--- src/rtl/riscv_pkg.sv ---
`default_nettype none
// +----------------------------------------------------------------------+
// | Module      : riscv_pkg                                              |
// | Description : Shared RISC-V core types: base opcodes and the         |
// |               instruction-memory loader state encoding.              |
// | Revision    : 1.0 - initial release                                  |
// +----------------------------------------------------------------------+
package riscv_pkg;

  // RV32I major opcodes (instruction bits [6:0])
  typedef enum logic [6:0] {
    OPC_LOAD   = 7'h03,
    OPC_OP_IMM = 7'h13,
    OPC_AUIPC  = 7'h17,
    OPC_STORE  = 7'h23,
    OPC_OP     = 7'h33,
    OPC_LUI    = 7'h37,
    OPC_BRANCH = 7'h63,
    OPC_JALR   = 7'h67,
    OPC_JAL    = 7'h6F,
    OPC_SYSTEM = 7'h73
  } opcode_e;

  // Program-loader sequencing states
  typedef enum logic [2:0] {
    LS_HDR   = 3'd0,
    LS_DATA  = 3'd1,
    LS_CSUM  = 3'd2,
    LS_DONE  = 3'd3,
    LS_ERROR = 3'd4
  } loader_state_e;

  // Bytes per instruction word; also the write-address stride
  localparam int unsigned C_WORD_BYTES = 4;

  // The loader takes stream bytes only while it is still parsing a stream
  function automatic logic state_accepts_bytes(input loader_state_e s);
    return (s == LS_HDR) || (s == LS_DATA) || (s == LS_CSUM);
  endfunction

endpackage
`default_nettype wire

--- src/rtl/imem_loader_byte_assembler.sv ---
`default_nettype none
// +----------------------------------------------------------------------+
// | Module      : byte_assembler                                         |
// | Description : Collects four stream bytes into a little-endian 32-bit |
// |               word; flags the byte that completes the word.          |
// | Revision    : 1.0 - initial release                                  |
// +----------------------------------------------------------------------+
module byte_assembler (
  input  logic        clk,
  input  logic        reset,
  input  logic        clear,
  input  logic        shift_en,
  input  logic [7:0]  byte_in,
  output logic [31:0] word_out,
  output logic        word_complete
);

  // Only the first three bytes need storage; the fourth is combined on the fly
  logic [23:0] shreg_q, shreg_d;
  logic [1:0]  cnt_q, cnt_d;

  // Next-state: newest byte enters at the top so the oldest ends in [7:0]
  always_comb begin
    shreg_d = shreg_q;
    cnt_d   = cnt_q;
    if (clear) begin
      shreg_d = '0;
      cnt_d   = '0;
    end else if (shift_en) begin
      shreg_d = {byte_in, shreg_q[23:8]};
      cnt_d   = cnt_q + 2'd1;
    end
  end

  // Assembly register and byte counter
  always_ff @(posedge clk or posedge reset) begin
    if (reset) begin
      shreg_q <= '0;
      cnt_q   <= '0;
    end else begin
      shreg_q <= shreg_d;
      cnt_q   <= cnt_d;
    end
  end

  assign word_out      = {byte_in, shreg_q};
  assign word_complete = shift_en && (cnt_q == 2'd3);

endmodule
`default_nettype wire

--- src/rtl/imem_loader.sv ---
`default_nettype none
// +----------------------------------------------------------------------+
// | Module      : imem_loader                                            |
// | Description : Parses a byte stream (count, words, XOR checksum) into |
// |               instruction-memory writes and holds the core in reset  |
// |               until a good image has been loaded.                    |
// | Revision    : 1.0 - initial release                                  |
// +----------------------------------------------------------------------+
module imem_loader
  import riscv_pkg::*;
#(
  parameter int unsigned DEPTH_WORDS = 256,
  parameter logic [31:0] BASE_ADDR   = 32'h0000_0000
) (
  input  logic        clk,
  input  logic        reset,
  input  logic        start,
  input  logic        byte_valid,
  input  logic [7:0]  byte_data,
  output logic        byte_ready,
  output logic        imem_we,
  output logic [31:0] imem_waddr,
  output logic [31:0] imem_wdata,
  output logic        cpu_hold,
  output logic        load_done,
  output logic        load_error
);

  loader_state_e state_q, state_d;
  logic          hdr_cnt_q, hdr_cnt_d;
  logic [7:0]    n_lo_q, n_lo_d;
  logic [15:0]   n_words_q, n_words_d;
  logic [15:0]   word_cnt_q, word_cnt_d;
  logic [7:0]    xor_q, xor_d;
  logic [31:0]   addr_q, addr_d;

  logic          byte_ready_q, byte_ready_d;
  logic          imem_we_q, imem_we_d;
  logic [31:0]   imem_waddr_q, imem_waddr_d;
  logic [31:0]   imem_wdata_q, imem_wdata_d;
  logic          cpu_hold_q, cpu_hold_d;
  logic          load_done_q, load_done_d;
  logic          load_error_q, load_error_d;

  logic          w_accept;
  logic          w_restart;
  logic [15:0]   w_hdr_n;
  logic [15:0]   w_word_cnt_inc;
  logic [31:0]   w_word;
  logic          w_word_complete;

  assign w_accept       = byte_valid && byte_ready_q;
  assign w_restart      = start && ((state_q == LS_DONE) || (state_q == LS_ERROR));
  assign w_hdr_n        = {byte_data, n_lo_q};
  assign w_word_cnt_inc = word_cnt_q + 16'd1;

  byte_assembler u_byte_assembler (
    .clk           (clk),
    .reset         (reset),
    .clear         (w_restart),
    .shift_en      (w_accept && (state_q == LS_DATA)),
    .byte_in       (byte_data),
    .word_out      (w_word),
    .word_complete (w_word_complete)
  );

  // Stream parser: header decode, word writes, checksum verdict, restart
  always_comb begin
    state_d      = state_q;
    hdr_cnt_d    = hdr_cnt_q;
    n_lo_d       = n_lo_q;
    n_words_d    = n_words_q;
    word_cnt_d   = word_cnt_q;
    xor_d        = xor_q;
    addr_d       = addr_q;
    imem_we_d    = 1'b0;
    imem_waddr_d = imem_waddr_q;
    imem_wdata_d = imem_wdata_q;

    case (state_q)
      LS_HDR: begin
        if (w_accept) begin
          if (!hdr_cnt_q) begin
            n_lo_d    = byte_data;
            hdr_cnt_d = 1'b1;
          end else begin
            hdr_cnt_d = 1'b0;
            n_words_d = w_hdr_n;
            // 17-bit compare so a full 16-bit count never wraps past the limit
            if ({1'b0, w_hdr_n} > 17'(DEPTH_WORDS)) begin
              state_d = LS_ERROR;
            end else if (w_hdr_n == 16'd0) begin
              state_d = LS_CSUM;
            end else begin
              state_d = LS_DATA;
            end
          end
        end
      end

      LS_DATA: begin
        if (w_accept) begin
          xor_d = xor_q ^ byte_data;
          if (w_word_complete) begin
            imem_we_d    = 1'b1;
            imem_wdata_d = w_word;
            imem_waddr_d = addr_q;
            addr_d       = addr_q + 32'(C_WORD_BYTES);
            word_cnt_d   = w_word_cnt_inc;
            // Leave DATA on the same edge that raises the final write strobe
            if (w_word_cnt_inc == n_words_q) begin
              state_d = LS_CSUM;
            end
          end
        end
      end

      LS_CSUM: begin
        if (w_accept) begin
          state_d = (byte_data == xor_q) ? LS_DONE : LS_ERROR;
        end
      end

      LS_DONE, LS_ERROR: begin
        // Memory contents are left alone; only the parse context is reset
        if (start) begin
          state_d      = LS_HDR;
          hdr_cnt_d    = 1'b0;
          n_lo_d       = '0;
          n_words_d    = '0;
          word_cnt_d   = '0;
          xor_d        = '0;
          addr_d       = BASE_ADDR;
          imem_waddr_d = BASE_ADDR;
        end
      end

      default: begin
        state_d = LS_HDR;
      end
    endcase
  end

  // Status outputs are decoded from the next state so they register with it
  always_comb begin
    byte_ready_d = state_accepts_bytes(state_d);
    cpu_hold_d   = (state_d != LS_DONE);
    load_done_d  = (state_d == LS_DONE);
    load_error_d = (state_d == LS_ERROR);
  end

  // State, counters and registered outputs
  always_ff @(posedge clk or posedge reset) begin
    if (reset) begin
      state_q      <= LS_HDR;
      hdr_cnt_q    <= 1'b0;
      n_lo_q       <= '0;
      n_words_q    <= '0;
      word_cnt_q   <= '0;
      xor_q        <= '0;
      addr_q       <= BASE_ADDR;
      byte_ready_q <= 1'b1;
      imem_we_q    <= 1'b0;
      imem_waddr_q <= BASE_ADDR;
      imem_wdata_q <= '0;
      cpu_hold_q   <= 1'b1;
      load_done_q  <= 1'b0;
      load_error_q <= 1'b0;
    end else begin
      state_q      <= state_d;
      hdr_cnt_q    <= hdr_cnt_d;
      n_lo_q       <= n_lo_d;
      n_words_q    <= n_words_d;
      word_cnt_q   <= word_cnt_d;
      xor_q        <= xor_d;
      addr_q       <= addr_d;
      byte_ready_q <= byte_ready_d;
      imem_we_q    <= imem_we_d;
      imem_waddr_q <= imem_waddr_d;
      imem_wdata_q <= imem_wdata_d;
      cpu_hold_q   <= cpu_hold_d;
      load_done_q  <= load_done_d;
      load_error_q <= load_error_d;
    end
  end

  assign byte_ready = byte_ready_q;
  assign imem_we    = imem_we_q;
  assign imem_waddr = imem_waddr_q;
  assign imem_wdata = imem_wdata_q;
  assign cpu_hold   = cpu_hold_q;
  assign load_done  = load_done_q;
  assign load_error = load_error_q;

endmodule
`default_nettype wire

--- config.mk ---
export PLATFORM = sky130hd
export DESIGN_NAME = imem_loader
export DESIGN_NICKNAME = d
export VERILOG_FILES = /design/src/rtl/riscv_pkg.sv /design/src/rtl/imem_loader_byte_assembler.sv /design/src/rtl/imem_loader.sv
export SDC_FILE = /design/constraint.sdc
export NUM_CORES = 1
export LEC_CHECK = 0
export BUFFER_PORTS_ARGS = -buffer_cell sky130_fd_sc_hd__buf_2
export CAP_MARGIN = 20
export CORE_ASPECT_RATIO = 1.1
export CORE_MARGIN = 2
export CORE_UTILIZATION = 55
export DETAILED_ROUTE_END_ITERATION = 8
export PLACE_DENSITY = 0.82
export SYNTH_ARGS = -nofsm -noshare
export SYNTH_HDL_FRONTEND = slang
export SYNTH_SLANG_ARGS = --single-unit
--- constraint.sdc ---
create_clock -name clk -period 12.2 [get_ports clk]
set_input_delay 2.44 -clock clk [delete_from_list [all_inputs] [get_ports clk]]
set_output_delay 2.44 -clock clk [all_outputs]
set_load 0.02 [all_outputs]
# After elaboration in Yosys (flattened, before gate mapping)
# Index checks and enable logic that the tools add are counted.
[classes]
addsub = 3
magnitude_cmp = 1
n_eq_ne = 18
muxes = 42
bitwise = 1
n_reduce_logical = 20
[ops]
columns = ["op", "n"]
rows = [
  ["2-to-1 mux 32 bit", 5],
  ["case mux 32 bit (2 select lines)", 2],
  ["2-to-1 mux 16 bit", 5],
  ["case mux 16 bit (2 select lines)", 2],
  ["2-to-1 mux 24 bit", 2],
  ["adder 32 x 3 -> 32 bit, second input constant", 1],
  ["2-to-1 mux 8 bit", 4],
  ["case mux 8 bit (2 select lines)", 2],
  ["2-to-1 mux 3 bit", 9],
  ["adder 16 x 1 -> 16 bit, second input constant", 1],
  ["== test 16 bit", 1],
  ["> comparator 16 x 9 -> 1 bit, second input constant", 1],
  ["zero test 16 bit", 1],
  ["== test 3 x 2 -> 1 bit, second input constant", 4],
  ["case mux 3 bit (4 select lines)", 1],
  ["AND reduction 4 bit", 3],
  ["inequality test 2 bit, second input constant", 5],
  ["AND reduction 3 bit", 3],
  ["== test 8 bit", 1],
  ["bitwise XOR 8 bit", 1],
  ["== test 3 x 1 -> 1 bit, second input constant", 2],
  ["== test 3 bit, second input constant", 2],
  ["zero test 3 bit", 2],
  ["2-to-1 mux 1 bit", 6],
  ["10 further kinds", 19],
]
[word_totals]
register_bits = 179
input_bits = 12
output_inout_bits = 69
wordCells = 101

# Logic depth before layout (Yosys ltp)
# Gate-level depths: netlist (run 1).
[depth]
word_depth = 9
depth_mapped = 9
ltp_nobuf = 7

# Modules after synthesis
# From an unflattened synthesis (run 1), not the netlist that was laid out.
[unflattened]
cells_unflattened = 878
hier_area_um2 = 8270.4
[modules_own_cells]
columns = ["module", "n_inst", "cells_per_inst", "area_each_um2", "seq_area_each_um2"]
rows = [
  ["imem_loader", 1, 783, 7111.8, 3756.1],
  ["byte_assembler", 1, 95, 1158.6, 650.6],
]

# Worst setup path before layout (run 1)
# No wires, ideal clock.
[synth_path]
path_type = "input -> register"
startpoint = "input start"
endpoint = "register addr_q[31]"
setup_ns = 0.132
t_arrival_ns = 3.823
required_time_ns = 12.068
path_slack_ns = 8.245
stages = 8
path_buffers = 2
cell_sequence = "clkbuf_1 > nand2_1 > a32oi_1 > nand2_1 > buf_2 > nor4_1 > xnor2_1 > nor2_1"
[synth_between]
elab_chain_cells = 2
[synth_lines]
columns = ["element", "line", "rtl"]
rows = [
  ["start: declaration", "imem_loader.sv:17", "input logic start,"],
  ["inequality test 2 bit (no source line)", "--", ""],
  ["AND reduction 4 bit (no source line)", "--", ""],
  ["end signal: assignment", "imem_loader.sv:176", "addr_q <= addr_d;"],
  ["end: declaration", "imem_loader.sv:35", "logic [31:0] addr_q, addr_d;"],
]
# Every way passes these cells.
# A chain may end at the register's enable or synchronous reset.

# Worst setup path after layout (run 1)
[layout_path]
startpoint = "input start"
endpoint = "register addr_q[25]"
# Same word-level chain as after synthesis.

==> qor.yml, run 1 <==
outcome:
  outcome: "finished, final reports clean"
timing:
  drv_slew: 0
  post-route-period-util: 0.364
  rsz0062_at_grt: "false"
  hold_viol_final: 0
  finClkSkew_ps: 7.40
  tns_ps: 0
  finalCriticalPeriod_ps: 4440
  max_freq_ghz: 0.225
  tightest_slew_ps: 1020
  max-slew-margin-rel: 0.319
  setup_viol: 0
clock_tree:
  clkSinkCount: 176
  ctsHoldBuffers: 0
  cts_buffers: 17
  cts.path.max_buffers: 2
  clk_pin_slew_ps: 60
  cts_setup_buffers: 0
  worstSkewPairLatency_ps: 440
  h-tree-depth: 4
  cts.repair.resized: 0
  cts_tree: "yes"
  cts_root_buf: "clkbuf_16"
synthesis:
  yosysMostFrequentCell: "nand2_1"
  synth_common_cells: "nand2_1 (217), dfrtp_1 (174), o21ai_0 (64)"
  syn_area_per_cell_sq_um: 9.35
  ys_top_cells_by_area: "dfrtp_1 (54%), nand2_1 (10%), o21ai_0 (3.9%)"
  yosysSeqAreaShare: 0.543
  synth_edf_count: 0
  yosysWarnings: 0
  postSynthCellCount: 868
  synth_top_area_share: 0.537
  synth.distinct_cells: 57
  synth_area_sq_mm: 0.00811
  ys_ff_latch: 176
  synthesis.nets: 883
  async_flop_share: 1.00
  synth_flop_cell: "dfrtp_1"
  synth_top_cell_by_area: "dfrtp_1"
worst_setup_path:
  crit_type: "input port to flop"
  cp-start-kind: "input port"
  crit_start: "start"
  r2r_setup_slack_ps: 9130
  cp.arrival_ps: 4770
  crit_path_max_fanout: 56
  cp-end-kind: "flop"
  crit_required_ps: 12530
  rr_startpoint: "state_q[0]$_DFF_PP0_"
layout:
  area_growth_pct: 14.0
  fin_nets: 926
  multi_input_area_sq_mm: 0.00338
  postLayoutCoreUtil: 0.640
  nFillCells: 1133
  drive_gt1_frac: 0.156
  regArea_sq_mm: 0.00441
die:
  num_rows: 46
  ios: 81
  die_h_um: 131
  start_util: 0.562
  fp.coreArea_sq_mm: 0.0144
  design.die.area_sq_mm: 0.0157
  dieWidth_um: 120
place:
  hpwl_mm: 11.3
  place_congestion: 0.857
  portBuffers: 80
global_routing:
  grt_max_degree: 96
  grt_usage: 0.236
  grt_pass1_wl_mm: 30.0
  grt_overflow: 0
  grt_pass1_vias: 6108
  antenna_found_initial: 1
power_and_ir_drop:
  p_per_area_mw_per_mm2: 175
  leakagePower_nw: 4.53
  vdd_ir_drop_max_mv: 0.116
detailed_routing:
  firstDrtPassIters: 6
  first_iter_violations: 610
  route.detailed.drc: 0
  antenna_left: 0
  num_vias: 6443
  drt_wl_total_mm: 17.9
  wl_per_cell_um: 16.0
  viasPerCell: 5.77
min_path:
  hold_start: "imem_wdata[25]$_DFFE_PP0P_"
  holdCritPathClass: "flop to flop"
flow_run:
  maxCapViolations: 0
## report_power, final
part / internal (mW) / total (mW) / leakage [nW] / switching (mW)
clock network: 0.360 / 0.590 / 0.313 / 0.230
logic: 0.112 / 0.339 / 1.80 / 0.227
registers: 0.643 / 0.688 / 2.42 / 0.0454
total: 1.11 / 1.62 / 4.53 / 0.502
## critical path, stage by stage
cell and delay (ps):
buf_2 170, nand2_1 110, a32oi_1 380, nand2_2 660, nor3_2 640, a21oi_1 140
a31o_2 230
## layout make-up
| class | instances | area share |
|---|---|---|
| Inverter | 18 | 0.00785 |
| Timing Repair Buffer | 88 | 0.0533 |
| Sequential cell | 176 | 0.477 |
| Antenna cell | 1 | 0.000271 |
| Multi-Input combinational cell | 610 | 0.366 |
| Clock inverter | 12 | 0.0195 |
| Tap cell | 192 | 0.0260 |
| Clock buffer | 20 | 0.0505 |
## cell families after synthesis
logic type                 count (synthesis)  synth area share
muxes                                      1           0.00123
xor gates and xnor gates                  49            0.0546
DFF                                      176             0.543
and+or+nand+nor                          371             0.210
buffers and inverters                     82            0.0413
adders and majority gates                  3           0.00463
AOI/OAI and AO/OA                        186             0.145
## path summary, 6_finish.rpt
path / endpoint / depth (start not counted)
min in group asynchronous: imem_we$_DFF_PP0_ / 2
worst max register to register: addr_q[25]$_DFFE_PP0P_ / 6
worst max-delay path: addr_q[25]$_DFFE_PP0P_ / 7
max in group asynchronous: imem_waddr[6]$_DFFE_PP0P_ / 4
worst min register to register: imem_wdata[25]$_DFFE_PP0P_ / 2
worst min-delay path: imem_wdata[25]$_DFFE_PP0P_ / 2
## cells in the final DEF (no fill, tap or decap), types with 5 or more instances in the layout
master,n
a21oi_1,43
a22o_1,31
and3_1,9
and4_1,5
buf_2,80
buf_4,5
clkbuf_16,17
dfrtp_1,174
inv_1,16
nand2_1,216
nand3_1,22
nand3b_1,5
nand4_1,12
nor2_1,46
nor2b_1,6
nor3_1,9
nor4_1,11
o21ai_0,64
o22ai_1,6
o31ai_1,14
xnor2_1,22
xor2_1,26
## routing by layer
layer / wire length, um / GRT usage
met2: 8440 / 0.361
met4: 404 / 0.0974
met1: 8020 / 0.330
met5: 0 / 0
met3: 1050 / 0.0477
## stage by stage
| stage | setup slack [ps] | cell area [sq um] | power [mW] | cells | hold slack [ps] |
|---|---|---|---|---|---|
| after floorplan | 4990 | 8110 | 0.940 | 868 | 439 |
| after global placement | 7300 | 8540 | 1.01 | 1081 | 449 |
| after CTS | 7750 | 9190 | 1.61 | 1113 | 473 |
| final | 7760 | 9250 | 1.62 | 1117 | 473 |
| after detailed placement | 7310 | 8540 | 1.02 | 1081 | 455 |
| after global routing | 7380 | 9240 | 1.70 | 1116 | 500 |
## registers in the layout (all words and copies together), names as in the netlist, 3 cells and up
signal / cells
imem_waddr: 31
state_q: 3
n_words_q: 16
imem_wdata: 32
xor_q: 8
addr_q: 30
u_byte_assembler.shreg_q: 24
n_lo_q: 8
word_cnt_q: 16
Power figures use the tool's default switching activity.
==> run 2: changes to the inputs <==
ABC_AREA = 1   (was unset)
clock period = 4.5 ns   (was 12.2 ns; I/O delays follow)
==> run 2 against run 1 <==
  * Via count up 8.4%
  * Die area rose by 1.6%
  * Critical endpoint is now n_words_q[10]$_DFFE_PP0P_
  * Clock power is 150% higher
  * Register-to-register slack worse by 7300 ps
  * Routed wire length grew 10%
  * Largest cell class unchanged
  * First-iteration DRC count grew 19%
  * Combinational power grew 150%
==> qor.yml, run 2 <==
power_and_ir_drop:
  p_int_mw: 2.84
  power_switching_mw: 1.32
  p_sw_frac: 0.317
  p_per_area_mw_per_mm2: 445
  p_total_mw: 4.15
  pwr-share-clk: 0.354
  combPwrFrac: 0.200
  p_seq_frac: 0.446
  leakagePower_nw: 4.47
  vdd_ir_drop_max_mv: 0.314
timing:
  finClkSkew_ps: 13.2
  setup_viol: 0
  tightest_slew_ps: 962
  finalCriticalPeriod_ps: 2630
  rsz0062_at_grt: "false"
  hold_viol_final: 0
  tns_ps: 0
  post-route-period-util: 0.584
  max-slew-margin-rel: 0.359
  worst_slack_ps: 1870
  drv_slew: 0
  max_freq_ghz: 0.381
detailed_routing:
  num_vias: 6981
  route.detailed.drc: 0
  viasPerCell: 5.62
  wl_per_cell_um: 15.9
  drt_wl_total_mm: 19.7
  antenna_left: 0
  firstDrtPassIters: 6
  first_iter_violations: 727
synthesis:
  synth_flop_cell: "dfrtp_1"
  synth.distinct_cells: 42
  yosysSeqAreaShare: 0.534
  synthesis.nets: 984
  yosysMostFrequentCell: "nand2_1"
  async_flop_share: 1.00
  synth_common_cells: "nand2_1 (234), dfrtp_1 (174), inv_1 (117)"
  ys_ff_latch: 176
  syn_area_per_cell_sq_um: 8.51
  synth_area_sq_mm: 0.00825
  synth_top_area_share: 0.528
  ys_top_cells_by_area: "dfrtp_1 (53%), nand2_1 (11%), inv_1 (5.3%)"
  synth_top_cell_by_area: "dfrtp_1"
  synth_edf_count: 0
  postSynthCellCount: 969
  yosysWarnings: 0
worst_setup_path:
  r2r_setup_slack_ps: 1870
  rr_startpoint: "state_q[0]$_DFF_PP0_"
  rr_worst_depth: 8
  cp-start-kind: "flop"
  endpoint: "n_words_q[10]$_DFFE_PP0P_"
  crit_type: "flop to flop"
  crit_start: "state_q[0]$_DFF_PP0_"
  crit_path_max_fanout: 32
  cp-end-kind: "flop"
  crit_required_ps: 4830
  r2r-end: "n_words_q[10]$_DFFE_PP0P_"
  cp.arrival_ps: 2960
layout:
  layout_commonest_cell: "nand2_1"
  layout.cells.most_common_list: "nand2_1 (234), dfrtp_1 (174), inv_1 (116)"
  fin_nets: 1053
  area_growth_pct: 13.2
  drive_gt1_frac: 0.140
  antenna_cells: 0
  nFillCells: 1172
  largest_reg_flops: 32
  layout.cells.non_filler: 1243
die:
  num_rows: 46
  fp.coreArea_sq_mm: 0.0146
  die_h_um: 132
  start_util: 0.566
  ios: 81
  design.die.area_sq_mm: 0.0160
  dieWidth_um: 121
place:
  portBuffers: 80
  place_congestion: 0.896
  place_ws_ps: 1640
  hpwl_mm: 13.5
  place_inst: 1211
clock_tree:
  worstSkewPairLatency_ps: 440
  clk_pin_slew_ps: 70
  cts_setup_buffers: 0
  ctsHoldBuffers: 0
  cts_buffers: 17
  cts.path.max_buffers: 2
  h-tree-depth: 4
  clkSinkCount: 176
  cts.repair.resized: 0
  cts_tree: "yes"
  cts_root_buf: "clkbuf_16"
global_routing:
  antenna_found_initial: 0
  grt_pass1_wl_mm: 32.8
  grt_pass1_vias: 6605
  grt_max_degree: 177
  grt_usage: 0.259
  grt_overflow: 0
flow_run:
  maxCapViolations: 0
outcome:
  outcome: "finished, final reports clean"
min_path:
  holdCritPathClass: "flop to flop"
## run 2: cell types whose count changed after synthesis, moves of 23 or more
cell	previous run	this run
a21oi_1	44	13
inv_1	17	117
nand3_1	22	72
o22ai_1	6	33
nor2_1	47	72
a22o_1	31	8
clkbuf_1	38	9
## run 2: logic make-up after synthesis
kind of cell	count (synthesis)	share of synthesized area
buf+inv	157	0.0795
mux	3	0.00410
xor+xnor	19	0.0218
compound gates	170	0.121
flops	176	0.534
simple gates	441	0.235
fa+ha+maj	3	0.00455
## run 2: cell type report
class | count | area [sq um] | share of cell area
Clock buffer | 20 | 457 | 0.0489
Clock inverter | 12 | 131 | 0.0141
Inverter | 122 | 467 | 0.0500
Multi-Input combinational cell | 636 | 3180 | 0.341
Sequential cell | 176 | 4410 | 0.472
Tap cell | 192 | 240 | 0.0257
Timing Repair Buffer | 85 | 450 | 0.0482
## run 2: critical path, stage by stage, from the launching register on
cell	delay (ps)
dfrtp_1	430
nor2_2	170
nand2_2	90
nand2_4	240
inv_4	190
nor2_8	270
a21oi_4	80
a21oi_4	610
mux2_2	410
## run 2: worst min-delay path by stage
stage	start	cells past startpoint	endpoint	slack, ps
6_report	imem_waddr[14]$_DFFE_PP0P_	2	imem_waddr[14]$_DFFE_PP0P_	480
3_5_place_dp	imem_waddr[14]$_DFFE_PP0P_	2	imem_waddr[14]$_DFFE_PP0P_	470
4_1_cts	imem_waddr[14]$_DFFE_PP0P_	2	imem_waddr[14]$_DFFE_PP0P_	480
2_1_floorplan	u_byte_assembler.cnt_q[0]$_DFFE_PP0P_	1	u_byte_assembler.cnt_q[0]$_DFFE_PP0P_	470
3_3_place_gp	imem_wdata[18]$_DFFE_PP0P_	2	imem_wdata[18]$_DFFE_PP0P_	470
5_1_grt	imem_waddr[11]$_DFFE_PP0P_	2	imem_waddr[11]$_DFFE_PP0P_	510
## run 2: power by group through the flow
stage	clock network, mW	registers, mW	logic, mW
2_1_floorplan	0	1.86	0.673
3_3_place_gp	0	1.87	0.798
3_5_place_dp	0	1.88	0.820
4_1_cts	1.48	1.85	0.827
5_1_grt	1.55	1.87	0.929
6_report	1.47	1.85	0.831
## run 2: per-stage QoR
step / cell area [sq um] / hold slack [ps] / utilization
after floorplan: 8250 / 469 / -
after global placement: 8750 / 465 / 0.601
after detailed placement: 8750 / 468 / 0.601
after CTS: 9340 / 484 / 0.641
after global routing: 9340 / 514 / 0.641
final: 9340 / 478 / 0.641
## run 2: routing by layer
layer	track usage	vias to the layer above	part of all wire
li1	-	3321	-
met1	0.365	3335	0.43
met2	0.395	278	0.48
met3	0.0461	47	0.064
met4	0.111	0	0.029
met5	0	-	0
